--- src/rtl/control_unit.sv ---
// Hardwired sequencer for the 16-bit teaching CPU: fetches a two-byte
// instruction into IR, then issues Moore control words for LDI/LDM/ST/ALU/BRA/BZ.
//
// state   | meaning
// INIT    | clear RF and ARF, then start fetching
// FETCH_H | read mem[PC] into IR[15:8], PC++
// FETCH_L | read mem[PC] into IR[7:0], PC++
// EXEC    | first execute cycle, decoded from opcode
// EXEC2   | memory access cycle for LDM / ST
module control_unit (
  input  logic        Clock,
  input  logic        Reset_n,
  input  logic [15:0] IR_In,
  input  logic [3:0]  Flags,
  output logic [1:0]  RF_OutASel,
  output logic [1:0]  RF_OutBSel,
  output logic [1:0]  RF_FunSel,
  output logic [3:0]  RF_RegSel,
  output logic [3:0]  ALU_FunSel,
  output logic [1:0]  ARF_OutCSel,
  output logic [1:0]  ARF_OutDSel,
  output logic [1:0]  ARF_FunSel,
  output logic [2:0]  ARF_RegSel,
  output logic        IR_LH,
  output logic        IR_Enable,
  output logic [1:0]  IR_Funsel,
  output logic        Mem_WR,
  output logic        Mem_CS,
  output logic [1:0]  MuxASel,
  output logic [1:0]  MuxBSel,
  output logic        MuxCSel,
  output logic        Illegal
);

  typedef enum logic [2:0] {
    INIT    = 3'd0,
    FETCH_H = 3'd1,
    FETCH_L = 3'd2,
    EXEC    = 3'd3,
    EXEC2   = 3'd4
  } state_t;

  localparam logic [3:0] OP_LDI = 4'h0;
  localparam logic [3:0] OP_LDM = 4'h1;
  localparam logic [3:0] OP_ST  = 4'h2;
  localparam logic [3:0] OP_ALU = 4'h3;
  localparam logic [3:0] OP_BRA = 4'h4;
  localparam logic [3:0] OP_BZ  = 4'h5;

  localparam logic [1:0] FUN_INC   = 2'd1;
  localparam logic [1:0] FUN_LOAD  = 2'd2;
  localparam logic [1:0] FUN_CLEAR = 2'd3;

  state_t state, state_nxt;

  logic [3:0] opcode;
  logic [1:0] rd;
  logic [1:0] rs;
  logic [3:0] rd_en_b;
  logic       zero_flag;
  logic       unused_bits;

  assign opcode      = IR_In[15:12];
  assign rd          = IR_In[11:10];
  assign rs          = IR_In[9:8];
  assign zero_flag   = Flags[3];
  // RD=0 is R1, which sits on RegSel bit 3
  assign rd_en_b     = ~(4'b1000 >> rd);
  assign unused_bits = ^{IR_In[3:0], Flags[2:0]};

  always_ff @(posedge Clock or negedge Reset_n) begin
    if (!Reset_n) state <= INIT;
    else          state <= state_nxt;
  end

  always_comb begin
    state_nxt   = state;
    RF_OutASel  = 2'd0;
    RF_OutBSel  = 2'd0;
    RF_FunSel   = 2'd0;
    RF_RegSel   = 4'b1111;
    ALU_FunSel  = 4'd0;
    ARF_OutCSel = 2'd0;
    ARF_OutDSel = 2'd0;
    ARF_FunSel  = 2'd0;
    ARF_RegSel  = 3'b111;
    IR_LH       = 1'b0;
    IR_Enable   = 1'b0;
    IR_Funsel   = 2'd0;
    Mem_WR      = 1'b0;
    Mem_CS      = 1'b1;
    MuxASel     = 2'd0;
    MuxBSel     = 2'd0;
    MuxCSel     = 1'b0;
    Illegal     = 1'b0;

    case (state)
      INIT: begin
        RF_FunSel  = FUN_CLEAR;
        RF_RegSel  = 4'b0000;
        ARF_FunSel = FUN_CLEAR;
        ARF_RegSel = 3'b000;
        state_nxt  = FETCH_H;
      end

      FETCH_H, FETCH_L: begin
        Mem_CS      = 1'b0;
        ARF_OutDSel = 2'd0;
        IR_Enable   = 1'b1;
        IR_Funsel   = FUN_LOAD;
        IR_LH       = (state == FETCH_L);
        ARF_FunSel  = FUN_INC;
        ARF_RegSel  = 3'b011;
        state_nxt   = (state == FETCH_H) ? FETCH_L : EXEC;
      end

      EXEC: begin
        state_nxt = FETCH_H;
        case (opcode)
          OP_LDI: begin
            MuxASel   = 2'd0;
            RF_FunSel = FUN_LOAD;
            RF_RegSel = rd_en_b;
          end
          OP_LDM, OP_ST: begin
            MuxBSel    = 2'd1;
            ARF_FunSel = FUN_LOAD;
            ARF_RegSel = 3'b101;
            state_nxt  = EXEC2;
          end
          OP_ALU: begin
            RF_OutASel = rd;
            RF_OutBSel = rs;
            MuxCSel    = 1'b1;
            ALU_FunSel = IR_In[7:4];
            MuxASel    = 2'd3;
            RF_FunSel  = FUN_LOAD;
            RF_RegSel  = rd_en_b;
          end
          OP_BRA: begin
            MuxBSel    = 2'd1;
            ARF_FunSel = FUN_LOAD;
            ARF_RegSel = 3'b011;
          end
          OP_BZ: begin
            if (zero_flag) begin
              MuxBSel    = 2'd1;
              ARF_FunSel = FUN_LOAD;
              ARF_RegSel = 3'b011;
            end
          end
          default: Illegal = 1'b1;
        endcase
      end

      EXEC2: begin
        state_nxt = FETCH_H;
        if (opcode == OP_LDM) begin
          Mem_CS      = 1'b0;
          ARF_OutDSel = 2'd2;
          MuxASel     = 2'd1;
          RF_FunSel   = FUN_LOAD;
          RF_RegSel   = rd_en_b;
        end else if (opcode == OP_ST) begin
          Mem_CS      = 1'b0;
          Mem_WR      = 1'b1;
          ARF_OutDSel = 2'd2;
          RF_OutASel  = rd;
          MuxCSel     = 1'b1;
          ALU_FunSel  = 4'd0;
        end
      end

      default: state_nxt = INIT;
    endcase
  end

endmodule

--- config.mk ---
export PLATFORM = sky130hd
export DESIGN_NAME = control_unit
export DESIGN_NICKNAME = d
export VERILOG_FILES = /design/src/rtl/control_unit.sv
export SDC_FILE = /design/constraint.sdc
export NUM_CORES = 1
export LEC_CHECK = 0
export ABC_AREA = 1
export BUFFER_PORTS_ARGS = -buffer_cell sky130_fd_sc_hd__buf_2
export CAP_MARGIN = 20
export CORE_AREA = 2 2 44 42
export CTS_BUF_LIST = sky130_fd_sc_hd__clkbuf_2 sky130_fd_sc_hd__clkbuf_4 sky130_fd_sc_hd__clkbuf_8
export DETAILED_ROUTE_END_ITERATION = 16
export DIE_AREA = 0 0 46 44
export PLACE_DENSITY = 0.78
export SLEW_MARGIN = 20
export SYNTH_ARGS = -nofsm -noshare
export SYNTH_HDL_FRONTEND = slang
export SYNTH_SLANG_ARGS = --single-unit
--- constraint.sdc ---
create_clock -name Clock -period 1.4 [get_ports Clock]
set_input_delay 0.28 -clock Clock [delete_from_list [all_inputs] [get_ports Clock]]
set_output_delay 0.28 -clock Clock [all_outputs]
set_load 0.005 [all_outputs]
==> impl_metrics.csv, run 1 <==
group,metric,value,unit
run_status,status,"finished with violations",
run_status,violations,"setup timing",
global_route,grt_start_max_net_pins,8,
worst_setup_path,critical_path.startpoint_type,"register",
global_route,use_met3,0.8333,%
power_and_ir_drop,power,1.542,mW
drt,vias_per_cell,4.401,
power_and_ir_drop,p_per_area,1572,nW/um^2
power_and_ir_drop,p_seq_share,12.0,%
synth,synthMuxAreaShare,0,%
floorplanning,start_util,32.38,%
synth,synth-compound-area-share,4.902,%
worst_setup_path,cp_max_fo,7,
worst_setup_path,r2r_slack,290,ps
global_route,gr-total-overflow,0,
clock_network,cts-root-buf,"clkbuf_4",
clock_network,clk_pin_slew,30,ps
floorplanning,io_pins,57,
worst_setup_path,path_cells,"buf_6, nand3_4, nor2_4, inv_4, nor2_1, buf_2",
synth,synth_simple_gate_area_share,52.45,%
timing,period_needed,1678,ps
run,drv_cap,0,
clock_network,cts.path.max_buffers,2,
hold_path,worstHoldPathType,"in2async",
synth,synth-seq-cells,3,
timing,fmax,0.5960,GHz
layout,top_regs,"state (3)",
worst_setup_path,cp.required,1120,ps
synth,yosys-top-cells-count,"inv_1 (22), nand2_1 (22), nor2_1 (15)",
timing,finalHoldViolCount,0,
global_route,top_usage_layer,"met2",
timing,setup_ws,-277.9,ps
layout,syn2layout_area_growth,92.16,%
global_route,antenna_found_initial,0,
timing,finalCritPeriodShare,119.9,%
synth,synth_cell_types,16,
timing,drv_slew,0,
power_and_ir_drop,leakagePower,0.6455,nW
drt,routed_wl,1854,um
worst_setup_path,rr_worst_depth,6,
place,io_buffers,44,
power_and_ir_drop,cellInternalPower,0.8355,mW
synth,synth_xor_area_share,0,%
timing,rsz0062_at_grt,"true",
synth,synthArstFlopShare,100.0,%
synth,yosysTopAreaCellShare,16.18,%
synth,synth_top_family_by_area,"simple AND/OR/NAND/NOR gates",
floorplanning,num_rows,14,
synth,ys.flop_type,"dfrtp_1",
worst_setup_path,arrival,1400,ps
worst_setup_path,critPathKind,"reg2out",
layout,n_antenna_cell,0,
worst_setup_path,worstReg2RegStart,"state[1]",
synth,synth_edf_count,0,
timing,skew,0.1902,ps
drt,firstDrtPassIters,5,
layout,finalNetCount,174,
layout,seq_area,77.57,um^2
layout,multi_input_area,405.4,um^2
drt,drtAntennaViolNets,0,
timing,tns,-5248,ps
worst_setup_path,reg2reg_to,"state[0]",
layout,top_register,"state",
layout,n_fill_cell,137,
floorplanning,die_w,46,um
worst_setup_path,slowest_stage,"dfrtp_1",
global_route,grt_pass1_wl,2518,um
synth,synth.avg_cell_area,5.489,um^2
synth,ys_seq_area_share,14.71,%
drt,drt-initial-drc-count,10,
drt,routedWlPerCell,11.10,um
power_and_ir_drop,switchingPower,0.7068,mW
worst_setup_path,crit_buf_inv,3,
synth,netlist_area,510.5,um^2
place,gp_congestion,0.7293,
power_and_ir_drop,ir_drop,1083,uV
power_and_ir_drop,p_comb_share,77.2,%
synth,synthAdderAreaFrac,0,%
clock_network,numCtsBuffers,3,
worst_setup_path,slowest_delay,420,ps
layout,largest_register_ffs,3,
clock_network,htreeDepth,1,
global_route,gr-usage-met2,30.28,%
floorplanning,die-area,2024,um^2
clock_network,cts.sinks,3,
global_route,use_met1,19.30,%
clock_network,cts_tree,"built",
power_and_ir_drop,swShare,45.83,%
layout,drive_above_1_share,58.94,%
clock_network,clkLatencyLatePin,230,ps
timing,setup_viol,28,
floorplanning,die_h,44,um
synth,synth_warnings,0,
synth,synth.area.top_cells,"inv_1 (16%), nand2_1 (16%), dfrtp_1 (15%), nor2_1 (11%), buf_4 (8.8%)",
worst_setup_path,endpoint_kind,"output pin",
worst_setup_path,critPathTopFamily,"flip-flops",
drt,vias,735,
floorplanning,core-area,1577,um^2
place,hpwl,1190,um
global_route,grtUsageTotal,17.29,%
synth,synth_cells,93,
synth,synth_largest_area_cell,"inv_1",
drt,drc,0,
global_route,grt_pass1_vias,627,
power_and_ir_drop,power_frac_clock,10.8,%
worst max-delay path by stage:
stage | start | endpoint | depth (start not counted)
after global placement | state[0] | RF_RegSel[3] | 7
after CTS | state[1] | RF_RegSel[1] | 7
after global routing | state[1] | ALU_FunSel[2] | 6
after floorplan | state[1] | IR_Funsel[1] | 3
after detailed placement | state[0] | RF_RegSel[2] | 7
final | state[1] | ALU_FunSel[2] | 6
power by group through the flow:
stage	combinational [mW]	clock (mW)	sequential [mW]
final	1.19	0.167	0.186
after global placement	0.778	0	0.162
after CTS	1.08	0.176	0.178
after global routing	1.29	0.177	0.191
after detailed placement	0.793	0	0.162
after floorplan	0.464	0	0.171
per-stage QoR:
step	instances	util [%]	area (um^2)	hold slack (ps)	setup slack, ps
after floorplan	97	-	525.5	-15.59	80.58
after global placement	153	46.67	735.7	75.38	19.09
after detailed placement	153	46.67	735.7	80.99	5.027
after CTS	166	58.17	917.1	374.5	-225.9
after global routing	167	62.22	980.9	407.3	-338.8
final	167	62.22	980.9	382.9	-277.9
cell families after synthesis:
family,Yosys count
flip-flops,3
AND/OR/NAND/NOR,53
AO/OA/AOI/OAI,5
other,1
buffers and inverters,31
cell usage in the layout, fill, tap and decap left out:
cell type,count
conb_1,5
nor2_1,9
nor3_2,2
nor2_4,7
dfrtp_2,2
buf_2,42
or2_2,1
inv_2,3
buf_4,6
nor3_4,1
o21ai_2,1
nand2_8,1
nand2_4,2
nand3_2,1
clkinv_4,1
nand2_2,1
dlygate4sd3_1,1
clkbuf_4,4
buf_6,7
inv_1,19
dfrtp_1,1
nand2_1,20
nor2_2,3
inv_4,2
nand3_1,3
o21ai_0,4
nand3_4,2
routing by layer:
| layer | wire (um) | vias to the layer above | part of all wire, % |
|---|---|---|---|
| li1 | - | 375 | - |
| met1 | 724 | 322 | 39 |
| met2 | 993 | 32 | 54 |
| met3 | 94 | 6 | 5.1 |
| met4 | 41 | 0 | 2.2 |
| met5 | 0 | - | 0 |
what timing repair did:
action / in CTS / in global routing
setup buffers: 8 / 2
pin swaps: 7 / 4
setup endpoints to repair: 27 / 29
hold endpoints to repair: 3 / 0
hold buffers: 1 / 0
gates resized for setup: 22 / 18
layout make-up:
| type | count | share of cell area (%) |
|---|---|---|
| multi-input combinational | 63 | 41.33 |
| timing repair buffer | 56 | 35.08 |
| inverter | 25 | 10.59 |
| sequential | 3 | 7.908 |
| clock buffer | 4 | 3.061 |
| tap | 16 | 2.041 |
(Power assumes the default switching activity.)
==> run 2: changes to the inputs <==
--- a/config.mk
+++ b/config.mk
@@ -12,7 +12,7 @@
 export CTS_BUF_LIST = sky130_fd_sc_hd__clkbuf_2 sky130_fd_sc_hd__clkbuf_4 sky130_fd_sc_hd__clkbuf_8
 export DETAILED_ROUTE_END_ITERATION = 16
 export DIE_AREA = 0 0 46 44
-export PLACE_DENSITY = 0.78
+export PLACE_DENSITY = 0.85
 export SLEW_MARGIN = 20
 export SYNTH_ARGS = -nofsm -noshare
 export SYNTH_HDL_FRONTEND = slang
==> run 2 against run 1 <==
Net effect: sequential power grew 3%; final area shrank 1.1%; die area is the same; critical path type unchanged; register-to-register slack got worse by 40 ps; the run still ends with setup timing left; largest cell class unchanged; non-clock buffer count is 1 lower; maximum frequency shrank 1.2%; clock skew increased by 6.5 ps.
==> impl_metrics.csv, run 2 (same netlist as run 1, synthesis figures left out) <==
group,metric,value,unit
drt,routed.top_layer,"met4",
place,gp_congestion,0.6759,
worst_setup_path,arrival,1420,ps
timing,fmax,0.5887,GHz
timing,finalHoldViolCount,0,
layout,largest_register_ffs,3,
worst_setup_path,cp.required,1120,ps
drt,drtAntennaViolNets,0,
layout,layout_common_cells,"buf_2 (42), inv_1 (19), nand2_1 (15)",
power_and_ir_drop,cellInternalPower,0.8534,mW
worst_setup_path,endpoint_kind,"output pin",
place,io_buffers,44,
clock_network,cts.sinks,3,
power_and_ir_drop,p_seq_share,12.2,%
timing,finalCritPeriodShare,121.3,%
worst_setup_path,cp_max_fo,5,
layout,multi_input_area,402.9,um^2
layout,syn2layout_area_growth,89.95,%
floorplanning,start_util,32.38,%
drt,vias,754,
power_and_ir_drop,p_comb_share,76.8,%
layout,layout_commonest_cell,"buf_2",
global_route,grt_pass1_vias,667,
global_route,grt_pass1_wl,2787,um
layout,seq_area,77.57,um^2
power_and_ir_drop,power,1.570,mW
layout,drive_above_1_share,61.33,%
timing,period_needed,1699,ps
floorplanning,num_rows,14,
timing,setup_ws,-298.7,ps
clock_network,cts.path.max_buffers,2,
global_route,gr-total-overflow,0,
run,drv_cap,0,
place,pre_cts_slack,-16.43,ps
drt,vias_per_cell,4.542,
place,hpwl,1317,um
worst_setup_path,critical_path.startpoint_type,"register",
power_and_ir_drop,leakagePower,0.6393,nW
clock_network,clk_pin_slew,40,ps
layout,top_regs,"state (3)",
hold_path,worstHoldPathType,"in2async",
power_and_ir_drop,ir_drop,1115,uV
layout,top_register,"state",
run_status,status,"finished with violations",
timing,skew,6.730,ps
drt,routed_wl,1956,um
drt,dr_wl_met2,1061,um
global_route,antenna_found_initial,0,
timing,drv_slew,0,
power_and_ir_drop,power_frac_clock,10.9,%
power_and_ir_drop,switchingPower,0.7163,mW
floorplanning,io_pins,57,
clock_network,numCtsBuffers,3,
power_and_ir_drop,swShare,45.63,%
worst_setup_path,cpMostUsedCell,"nand3_4",
global_route,grtUsageTotal,18.56,%
floorplanning,die_w,46,um
floorplanning,core-area,1577,um^2
timing,setup_viol,28,
timing,rsz0062_at_grt,"true",
floorplanning,die-area,2024,um^2
clock_network,cts_tree,"built",
drt,drt-initial-drc-count,13,
worst_setup_path,slowest_stage,"dfrtp_2",
drt,routedWlPerCell,11.78,um
worst_setup_path,path_cells,"buf_6, nand3_4, nor2_2, nand2_2, nand3_4, nand2_1, buf_2",
layout,n_antenna_cell,0,
drt,firstDrtPassIters,4,
drt,wl_met3,120,um
worst_setup_path,slowest_delay,420,ps
global_route,grt_start_max_net_pins,8,
drt,met1Wirelength,730,um
worst_setup_path,r2r_slack,250,ps
clock_network,clkLatencyLatePin,230,ps
floorplanning,die_h,44,um
layout,n_fill_cell,145,
run_status,violations,"setup timing",
layout,finalNetCount,173,
clock_network,cts-root-buf,"clkbuf_4",
drt,drc,0,
clock_network,htreeDepth,1,
worst_setup_path,critPathKind,"reg2out",
power_and_ir_drop,p_per_area,1619,nW/um^2
## run 2: changes by cell type in the layout (fill, tap and decap cells not counted), sizes merged
cell / before / now
clkinv: 1 / 0
buf: 55 / 54
inv: 24 / 25
## run 2: final timing paths
path	endpoint	start	depth (start not counted)
max	RF_RegSel[3]	state[1]	7
min	state[0]	Reset_n	2
max reg2reg	state[0]	state[1]	6
min reg2reg	state[1]	state[2]	1
max in group asynchronous	state[1]	Reset_n	2
min in group Clock	state[1]	state[2]	1
## run 2: final cells by class
| type | count | area share, % |
|---|---|---|
| Timing Repair Buffer | 55 | 35.10 |
| Inverter | 25 | 10.19 |
| Multi-Input combinational cell | 63 | 41.55 |
| Clock buffer | 4 | 3.097 |
| Tap cell | 16 | 2.065 |
| Sequential cell | 3 | 8.000 |
## run 2: worst max-delay path, delay by kind of cell (launching register included)
kind                   cells  cell delay (ps)
AND/OR/NAND/NOR            5              510
flip-flops                 1              420
buffers and inverters      2              240
## run 2: metrics by stage
step                cells  cell area (um^2)  TNS [ps]  hold WS [ps]  util [%]
floorplan              97             525.5         0        -15.59         -
global placement      153             735.7         0         76.11     46.67
detailed placement    153             735.7    -68.71         79.39     46.67
CTS                   163             854.6     -4099         374.4     54.21
global route          166             969.7     -7661         395.2     61.51
finish                166             969.7     -5517         376.2     61.51
## run 2: per-layer routing
metal  GRT usage, %  vias to the layer above
met3          2.500                        4
met1          22.67                      344
met4          3.429                        0
li1               -                      374
met2          33.89                       32
met5              0                        -
## run 2: repair_timing
| action | 4_1_cts | 5_1_grt |
|---|---|---|
| hold buffers | 1 | 0 |
| endpoints found under the setup margin | 27 | 30 |
| hold endpoints to repair | 3 | 0 |
| gates resized for setup | 14 | 28 |
| pin swaps | 8 | 11 |
| setup buffers | 5 | 3 |
## run 2: power groups by stage
| stage | sequential, mW | clock [mW] | combinational [mW] |
|---|---|---|---|
| after CTS | 0.186 | 0.175 | 0.940 |
| after detailed placement | 0.168 | 0 | 0.804 |
| after global routing | 0.193 | 0.186 | 1.31 |
| after global placement | 0.166 | 0 | 0.777 |
| final | 0.192 | 0.172 | 1.21 |
| after floorplan | 0.171 | 0 | 0.464 |
